--- src/rtl/mem_arbiter_if.sv ---
// mem_arbiter_if: cache-side and RAM-side signals of the shared memory port
interface mem_arbiter_if #(
  parameter int ADDR_W = 32,
  parameter int DATA_W = 32
);
  logic              iREN;
  logic [ADDR_W-1:0] iaddr;
  logic [DATA_W-1:0] iload;
  logic              iwait;
  logic              dREN;
  logic              dWEN;
  logic [ADDR_W-1:0] daddr;
  logic [DATA_W-1:0] dstore;
  logic [DATA_W-1:0] dload;
  logic              dwait;
  logic              ram_req;
  logic              ram_wen;
  logic [ADDR_W-1:0] ram_addr;
  logic [DATA_W-1:0] ram_store;
  logic [DATA_W-1:0] ram_load;
  logic              ram_ack;
  modport slave (
    input  iREN, iaddr, dREN, dWEN, daddr, dstore, ram_load, ram_ack,
    output iload, iwait, dload, dwait, ram_req, ram_wen, ram_addr, ram_store
  );
  modport master (
    output iREN, iaddr, dREN, dWEN, daddr, dstore, ram_load, ram_ack,
    input  iload, iwait, dload, dwait, ram_req, ram_wen, ram_addr, ram_store
  );
endinterface

--- src/rtl/mem_arbiter.sv ---
// mem_arbiter: shares one RAM port between icache and dcache; ARB_RR_EN selects round robin over fixed dcache priority
module mem_arbiter #(
  parameter int ADDR_W = 32,
  parameter int DATA_W = 32
) (
  input logic          CLK,
  input logic          RST,
  mem_arbiter_if.slave bus
);
  localparam logic [1:0] IDLE  = 2'd0;
  localparam logic [1:0] GNT_I = 2'd1;
  localparam logic [1:0] GNT_D = 2'd2;
  logic [1:0] state_q, state_d;
  logic d_req, i_act, d_act, i_done, d_done, pick_d;
  assign d_req  = bus.dREN | bus.dWEN;
  // a grant only drives RAM while its owner still requests and reset is low
  assign i_act  = !RST && state_q == GNT_I && bus.iREN;
  assign d_act  = !RST && state_q == GNT_D && d_req;
  assign i_done = i_act & bus.ram_ack;
  assign d_done = d_act & bus.ram_ack;
`ifdef ARB_RR_EN
  logic last_d_q, last_d_d;
  always_comb last_d_d = d_done ? 1'b1 : i_done ? 1'b0 : last_d_q;
  always_ff @(posedge CLK)
    if (RST) last_d_q <= 1'b0;
    else     last_d_q <= last_d_d;
  assign pick_d = d_req & (!bus.iREN | !last_d_q);
`else
  assign pick_d = d_req;
`endif
  always_comb begin
    state_d = state_q == IDLE ? (pick_d ? GNT_D : bus.iREN ? GNT_I : IDLE)
            : ((i_act | d_act) & !bus.ram_ack) ? state_q : IDLE;
  end
  always_ff @(posedge CLK)
    if (RST) state_q <= IDLE;
    else     state_q <= state_d;
  always_comb begin
    bus.ram_req   = i_act | d_act;
    bus.ram_wen   = d_act & bus.dWEN;
    bus.ram_addr  = d_act ? bus.daddr : i_act ? bus.iaddr : {ADDR_W{1'b0}};
    bus.ram_store = d_act ? bus.dstore : {DATA_W{1'b0}};
    bus.iwait     = !i_done;
    bus.dwait     = !d_done;
    bus.iload     = bus.ram_load;
    bus.dload     = bus.ram_load;
  end
endmodule

--- src/flat_wrapper.sv ---
// flat-port wrapper written by rule: the top's interface ports become plain ports
module mem_arbiter_flat 
#(
  parameter int ADDR_W = 32,
  parameter int DATA_W = 32
)
  (CLK, RST, bus_iREN, bus_iaddr, bus_dREN, bus_dWEN, bus_daddr, bus_dstore, bus_ram_load, bus_ram_ack, bus_iload, bus_iwait, bus_dload, bus_dwait, bus_ram_req, bus_ram_wen, bus_ram_addr, bus_ram_store);
  mem_arbiter_if #(.ADDR_W(ADDR_W), .DATA_W(DATA_W)) bus_i ();
  input logic CLK;
  input logic RST;
  input wire logic [$bits(bus_i.iREN)-1:0] bus_iREN;
  input wire logic [$bits(bus_i.iaddr)-1:0] bus_iaddr;
  input wire logic [$bits(bus_i.dREN)-1:0] bus_dREN;
  input wire logic [$bits(bus_i.dWEN)-1:0] bus_dWEN;
  input wire logic [$bits(bus_i.daddr)-1:0] bus_daddr;
  input wire logic [$bits(bus_i.dstore)-1:0] bus_dstore;
  input wire logic [$bits(bus_i.ram_load)-1:0] bus_ram_load;
  input wire logic [$bits(bus_i.ram_ack)-1:0] bus_ram_ack;
  output wire logic [$bits(bus_i.iload)-1:0] bus_iload;
  output wire logic [$bits(bus_i.iwait)-1:0] bus_iwait;
  output wire logic [$bits(bus_i.dload)-1:0] bus_dload;
  output wire logic [$bits(bus_i.dwait)-1:0] bus_dwait;
  output wire logic [$bits(bus_i.ram_req)-1:0] bus_ram_req;
  output wire logic [$bits(bus_i.ram_wen)-1:0] bus_ram_wen;
  output wire logic [$bits(bus_i.ram_addr)-1:0] bus_ram_addr;
  output wire logic [$bits(bus_i.ram_store)-1:0] bus_ram_store;
  assign bus_i.iREN = bus_iREN;
  assign bus_i.iaddr = bus_iaddr;
  assign bus_i.dREN = bus_dREN;
  assign bus_i.dWEN = bus_dWEN;
  assign bus_i.daddr = bus_daddr;
  assign bus_i.dstore = bus_dstore;
  assign bus_i.ram_load = bus_ram_load;
  assign bus_i.ram_ack = bus_ram_ack;
  assign bus_iload = bus_i.iload;
  assign bus_iwait = bus_i.iwait;
  assign bus_dload = bus_i.dload;
  assign bus_dwait = bus_i.dwait;
  assign bus_ram_req = bus_i.ram_req;
  assign bus_ram_wen = bus_i.ram_wen;
  assign bus_ram_addr = bus_i.ram_addr;
  assign bus_ram_store = bus_i.ram_store;
  mem_arbiter #(.ADDR_W(ADDR_W), .DATA_W(DATA_W)) u_core (.CLK(CLK), .RST(RST), .bus(bus_i));
endmodule
--- config.mk ---
export PLATFORM = sky130hd
export DESIGN_NAME = mem_arbiter_flat
export DESIGN_NICKNAME = d
export VERILOG_FILES = /design/src/rtl/mem_arbiter_if.sv /design/src/rtl/mem_arbiter.sv /design/src/flat_wrapper.sv
export SDC_FILE = /design/constraint.sdc
export NUM_CORES = 1
export LEC_CHECK = 0
export ABC_AREA = 1
export CELL_PAD_IN_SITES_DETAIL_PLACEMENT = 0
export CELL_PAD_IN_SITES_GLOBAL_PLACEMENT = 1
export CORE_MARGIN = 2
export CORE_UTILIZATION = 10
export CTS_BUF_LIST = sky130_fd_sc_hd__clkbuf_16
export DETAILED_ROUTE_END_ITERATION = 8
export HOLD_SLACK_MARGIN = 0.03
export PLACE_DENSITY = 0.92
export SLEW_MARGIN = 20
export SYNTH_ARGS = -nofsm -noshare
export SYNTH_HDL_FRONTEND = slang
export SYNTH_SLANG_ARGS = --single-unit
--- constraint.sdc ---
create_clock -name CLK -period 1.1 [get_ports CLK]
set_input_delay 0.11 -clock CLK [delete_from_list [all_inputs] [get_ports CLK]]
set_output_delay 0.11 -clock CLK [all_outputs]
set_load 0.01 [all_outputs]
==> results of run 1 <==
==> cell families after synthesis <==
group,share of synthesized area
compound gates,0.00385
simple gates,0.434
buf+inv,0.532
flops,0.0308
==> worst max-delay path: stages (launching register included) <==
cell	delay (ns)
dfxtp_2	0.32
inv_2	0.05
nor2_4	0.10
nand3_4	0.13
buf_12	0.17
buf_16	0.14
buf_6	0.12
nor2_4	0.08
buf_6	0.11
==> cells in the final DEF, fill, tap and decap left out, drive strengths merged <==
master	netlist	routed
inv	40	40
nand3	4	4
clkbuf	0	4
nand4	2	2
dfxtp	2	2
nor2	34	34
a21oi	1	1
dlygate4sd2	0	4
clkdlybuf4s50	0	97
nand2	102	102
buf	73	98
==> metrics by stage <==
stage,std cells,utilization,hold slack [ns]
floorplan,258,-,0.179
global placement,538,0.220,0.220
detailed placement,538,0.220,0.220
CTS,561,0.239,0.220
global route,560,0.258,0.220
finish,560,0.258,0.220
==> report_power, final <==
group	switching, uW	total, uW	internal (uW)
Sequential	3.79	82.5	78.7
Clock	95.7	559	464
Combinational	346	910	565
==> area by class of cell <==
| cell class | instances | area (um2) |
|---|---|---|
| repair buffers | 200 | 1950 |
| fillers | 1440 | 9400 |
| well taps | 172 | 215 |
| multi-input cells | 143 | 827 |
| inverters | 40 | 158 |
| clock buffers | 3 | 75.1 |
| flip-flops and latches | 2 | 42.5 |
==> path summary, 6_finish.rpt <==
path,start,to,slack (ns),depth (start not counted)
setup reg to reg,u_core.state_q[1],u_core.state_q[0],-0.24,9
hold reg to reg,u_core.state_q[1],u_core.state_q[1],0.58,3
setup / recovery,u_core.state_q[1],bus_ram_store[10],-0.46,8
hold / removal,bus_ram_load[13],bus_dload[13],0.22,0
==> what timing repair did <==
action                     CTS  global route
buffers inserted            15             2
hold buffers                 0             0
setup endpoints to repair   70            70
gates resized for setup    332            81
cloned                       6             1
pin swaps                    5            30
==> layer usage <==
| metal | up-vias | wire length, um |
|---|---|---|
| met4 | 0 | 184 |
| met2 | 144 | 3430 |
| li1 | 940 | - |
| met1 | 799 | 2520 |
| met3 | 16 | 711 |
| met5 | - | 0 |
==> run summary, run 1 <==
Max Cap Viol: 0
CP max FO: 8
Width of the die: 118 um
Minimum clock period: 1.56 ns
Largest net degree at the start of global routing: 18
Sequential area share after synthesis: 0.0308
Worst vdd ir: 244 uV
Clk_skew: 0.00107 ns
Dpl ws: -0.871 ns
Core Area: 0.0127 mm2
DR pass1 iterations: 4
Pwr dens: 475 mW/mm2
Number of synthesized flops with an enable pin: 0
RSZ-0062 raised after global routing: yes
Setup CP Type: flop to output port
Met2 Track Usage GR: 0.168
Clock buffer depth: 2
GR Util met1: 0.0968
Hold Crit Class: input port to output port
Setup TNS: -25.14 ns
Final worst slack: -0.459 ns
Data arrival time of the worst path: 1.45 ns
Syn Inst Count: 258
GR Util met3: 0.0296
First-pass GRT wire length: 10000 um
Fin nets: 524
Initial antenna violation count: 0
Synth cell count leaders: nand2_1 (102), buf_4 (70), inv_1 (37), nor2_1 (33)
Placed inst area: 0.00279 mm2
PortBufs: 169
Synth Net Count: 392
FF+latch count, synth: 2
Max FFs per register: 2
DR iter-0 viols: 21
Worst-Margin Slew: 0.222 ns
Global route overflow: 0
Top Registers: u_core.state_q x2
Ports: 266
GR peak layer: met2
Area fraction of the dominant cell type after synthesis: 0.405
Mapped Area: 0.00130 mm2
Worst EP required: 0.99 ns
Root buffer cell: clkbuf_16
Post-route DRC: 0
Synth unique cells: 12
Via count: 1899
Share of async-settable or async-resettable flops after synthesis: 0
Most frequent cell after synthesis: nand2_1
Hold Violations, Final: 0
H-tree levels: 1
Routed Antenna Nets: 0
Max Freq: 0.642 GHz
Status: complete, but fails checks
Leak: 0.00173 uW
CTS tree: yes
Ranking of synthesized cells by area: buf_4 (40%), nand2_1 (29%), inv_1 (11%)
Routed len/inst: 12.2 um
Top reg by flops: u_core.state_q
HPWL Detailed: 4470 um
Ys Warns: 0
Top FF cell, synth: dfxtp_1
Violated checks: negative setup slack
Setup crit end kind: output port
Fin crit share: 1.42
CTS buffer count: 3
Synthesized area per cell: 5.03 um2
Vias/cell: 3.39
Starting Density: 0.102
Total Routing Usage GR: 0.0907
Vias in the first global route: 1959
Crit start category: flop
Die area: 0.0139 mm2
GPL Wtd Cong: 0.722
Max-slew violation count: 0
Die Height: 118 um
Clock Pin Slew Worst Setup and Hold Paths: 0.03 ns
# clock sinks: 2
Synth area leader: buf_4
Rows: 41
Final setup viols: 70
Fraction of layout cells with a size suffix above 1: 0.464
Fin area: 0.00327 mm2
Slew HR: 0.851
Tot Pwr: 1550 uW
Final WL: 6840 um
Synth-to-Final Area Change: 152%
Diodes inserted: 0
Clock Latency Late Sink: 0.22 ns
Note: power is estimated with default switching activity, not from simulation.
==> inputs of run 2 (changes only) <==
--- a/config.mk
+++ b/config.mk
@@ -6,6 +6,7 @@
 export NUM_CORES = 1
 export LEC_CHECK = 0
 export ABC_AREA = 1
+export CAP_MARGIN = 20
 export CELL_PAD_IN_SITES_DETAIL_PLACEMENT = 0
 export CELL_PAD_IN_SITES_GLOBAL_PLACEMENT = 1
 export CORE_MARGIN = 2
==> results of run 2 <==
Same layout as run 1: the final DEF is identical, and so are final timing and power.
==> inputs of run 3 (changes only) <==
--- a/config.mk
+++ b/config.mk
@@ -6,9 +6,11 @@
 export NUM_CORES = 1
 export LEC_CHECK = 0
 export ABC_AREA = 1
-export CAP_MARGIN = 20
+export ABC_CLOCK_PERIOD_IN_PS = 1100
+export CAP_MARGIN = 5
 export CELL_PAD_IN_SITES_DETAIL_PLACEMENT = 0
 export CELL_PAD_IN_SITES_GLOBAL_PLACEMENT = 1
+export CORE_ASPECT_RATIO = 0.9
 export CORE_MARGIN = 2
 export CORE_UTILIZATION = 10
 export CTS_BUF_LIST = sky130_fd_sc_hd__clkbuf_16
==> run summary, run 3 (synthesis results as in run 1) <==
R2R setup slack: -0.27 ns (was -0.24 ns)
Sw Pwr: 479 uW (was 445 uW)
Internal: 1110 uW (about the same)
Data arrival time of the worst path: 1.41 ns (was 1.45 ns)
RSZ-0062 raised after global routing: yes (unchanged)
Slew HR: 0.810 (was 0.851)
Total Routing Usage GR: 0.0788 (was 0.0907)
Root buffer cell: clkbuf_16 (unchanged)
Fin crit share: 1.38 (was 1.42)
Hold Crit Depth: 0 (unchanged)
CTS tree: yes (unchanged)
H-tree levels: 1 (unchanged)
Top Registers: u_core.state_q x2 (unchanged)
Post-route DRC: 0 (unchanged)
Setup TNS: -24.51 ns (was -25.14 ns)
Final setup viols: 70 (unchanged)
# clock sinks: 2 (unchanged)
Vias/cell: 3.42 (was 3.39)
Diodes inserted: 0 (unchanged)
Worst EP required: 0.99 ns (about the same)
Clock Pin Slew Worst Setup and Hold Paths: 0.03 ns (about the same)
First-pass GRT wire length: 8560 um (was 10000 um)
Final worst slack: -0.419 ns (was -0.459 ns)
Tot Pwr: 1590 uW (was 1550 uW)
Die area: 0.0139 mm2 (about the same)
Leak: 0.00183 uW (was 0.00173 uW)
Die Height: 112 um (was 118 um)
Pwr dens: 470 mW/mm2 (was 475 mW/mm2)
Routed len/inst: 12.0 um (was 12.2 um)
Max FFs per register: 2 (unchanged)
Ports: 266 (unchanged)
Width of the die: 124 um (was 118 um)
CP max FO: 8 (unchanged)
Finished Layout Cells: 545 (was 560)
Vias in the first global route: 1753 (was 1959)
Crit start category: flop (unchanged)
Core Area: 0.0127 mm2 (about the same)
Worst vdd ir: 348 uV (was 244 uV)
Hold Buf Count CTS: 0 (unchanged)
Minimum clock period: 1.52 ns (was 1.56 ns)
WHS: 0.220 ns (about the same)
Violated checks: negative setup slack (unchanged)
Worst-Margin Slew: 0.285 ns (was 0.222 ns)
Status: complete, but fails checks (unchanged)
Initial antenna violation count: 0 (unchanged)
Hold Violations, Final: 0 (unchanged)
Commonest non-fill, non-tap cell in the layout: clkdlybuf4s50_1 (unchanged)
Rows: 39 (was 41)
Max-slew violation count: 0 (unchanged)
Global route overflow: 0 (unchanged)
PortBufs: 169 (unchanged)
Max Cap Viol: 0 (unchanged)
Fraction of layout cells with a size suffix above 1: 0.546 (was 0.464)
R2R cell count: 8 (was 9)
Top reg by flops: u_core.state_q (unchanged)
Logic gate share of total power: 0.594 (was 0.586)
CTS buffer count: 3 (unchanged)
Clk network pwr share: 0.355 (was 0.360)
Setup crit end kind: output port (unchanged)
Seq pwr share: 0.051 (was 0.053)
DR iter-0 viols: 12 (was 21)
Clock buffer depth: 2 (unchanged)
Sw Share: 0.302 (was 0.287)
Routed Antenna Nets: 0 (unchanged)
Most frequent cells in the layout: clkdlybuf4s50_1 (97), nand2_2 (54), buf_2 (43), inv_1 (34), buf_6 (27) (was clkdlybuf4s50_1 (97), nand2_1 (55), buf_2 (47), nand2_2 (40), inv_1 (33))
Starting Density: 0.102 (about the same)
GPL Wtd Cong: 0.663 (was 0.722)
Fin nets: 517 (was 524)
Cell count after placement: 528 (was 538)
Clock Latency Late Sink: 0.22 ns (about the same)
Clk_skew: 0.00146 ns (was 0.00107 ns)
DR pass1 iterations: 3 (was 4)
Largest net degree at the start of global routing: 34 (was 18)
HPWL Detailed: 4220 um (was 4470 um)
Synth-to-Final Area Change: 160% (was 152%)
Final WL: 6520 um (was 6840 um)
Max Freq: 0.658 GHz (was 0.642 GHz)
Via count: 1866 (was 1899)
Hold Crit Class: input port to output port (unchanged)
Setup CP Type: flop to output port (unchanged)
run 3: cell types whose count changed in the layout (fill, tap and decap cells not counted), moves of 4 or more:
| cell | change |
|---|---|
| nand2_1 | -30 |
| nand2_4 | +16 |
| nand2_2 | +14 |
| nor2_2 | +10 |
| nor2_1 | -9 |
| buf_6 | -5 |
| buf_2 | -4 |
| buf_8 | +4 |
run 3: power by group through the flow:
stage	combinational [uW]	sequential [uW]	clock [uW]
final	942	80.7	564
after global routing	1020	80.8	573
after CTS	784	80.7	569
after detailed placement	770	82.7	0
after global placement	770	82.2	0
after floorplan	426	82.6	0
run 3: area by class of cell:
class                           count  area, um2
Fill cell                        1404       9310
Tap cell                          164        205
Inverter                           40        163
Clock buffer                        3       75.1
Multi-Input combinational cell    143        986
Timing Repair Buffer              193       1900
Sequential cell                     2       45.0
run 3: worst paths after layout:
path                     startpoint           endpoint
setup / recovery  u_core.state_q[0]  bus_ram_store[31]
hold / removal     bus_ram_load[16]      bus_dload[16]
setup reg to reg  u_core.state_q[0]  u_core.state_q[0]
hold reg to reg   u_core.state_q[0]  u_core.state_q[0]
run 3: worst max-delay path: stages (launching register included):
cell and delay [ns]:
dfxtp_4 0.35, nor2_4 0.12, nand3_4 0.15, buf_12 0.18
clkbuf_16 0.17, nor2_1 0.08, buf_2 0.13
run 3: stage by stage:
step / util / area, um2 / setup slack (ns)
after floorplan: - / 1300 / 0.0321
after global placement: 0.218 / 2770 / -0.868
after detailed placement: 0.218 / 2770 / -0.873
after CTS: 0.228 / 2890 / -0.422
after global routing: 0.266 / 3380 / -0.485
final: 0.266 / 3380 / -0.419
run 3: layer usage:
metal	global-route usage	routed length (um)
met1	0.0849	2300
met2	0.146	3360
met3	0.0269	794
met4	0.0172	61
met5	0	0
run 3: what timing repair did:
item | CTS | global route
cloned | 6 | 3
gates resized for setup | 334 | 128
setup buffers | 6 | 1
setup endpoints to repair | 70 | 70
hold endpoints to repair | 0 | 0
pin swaps | 10 | 26
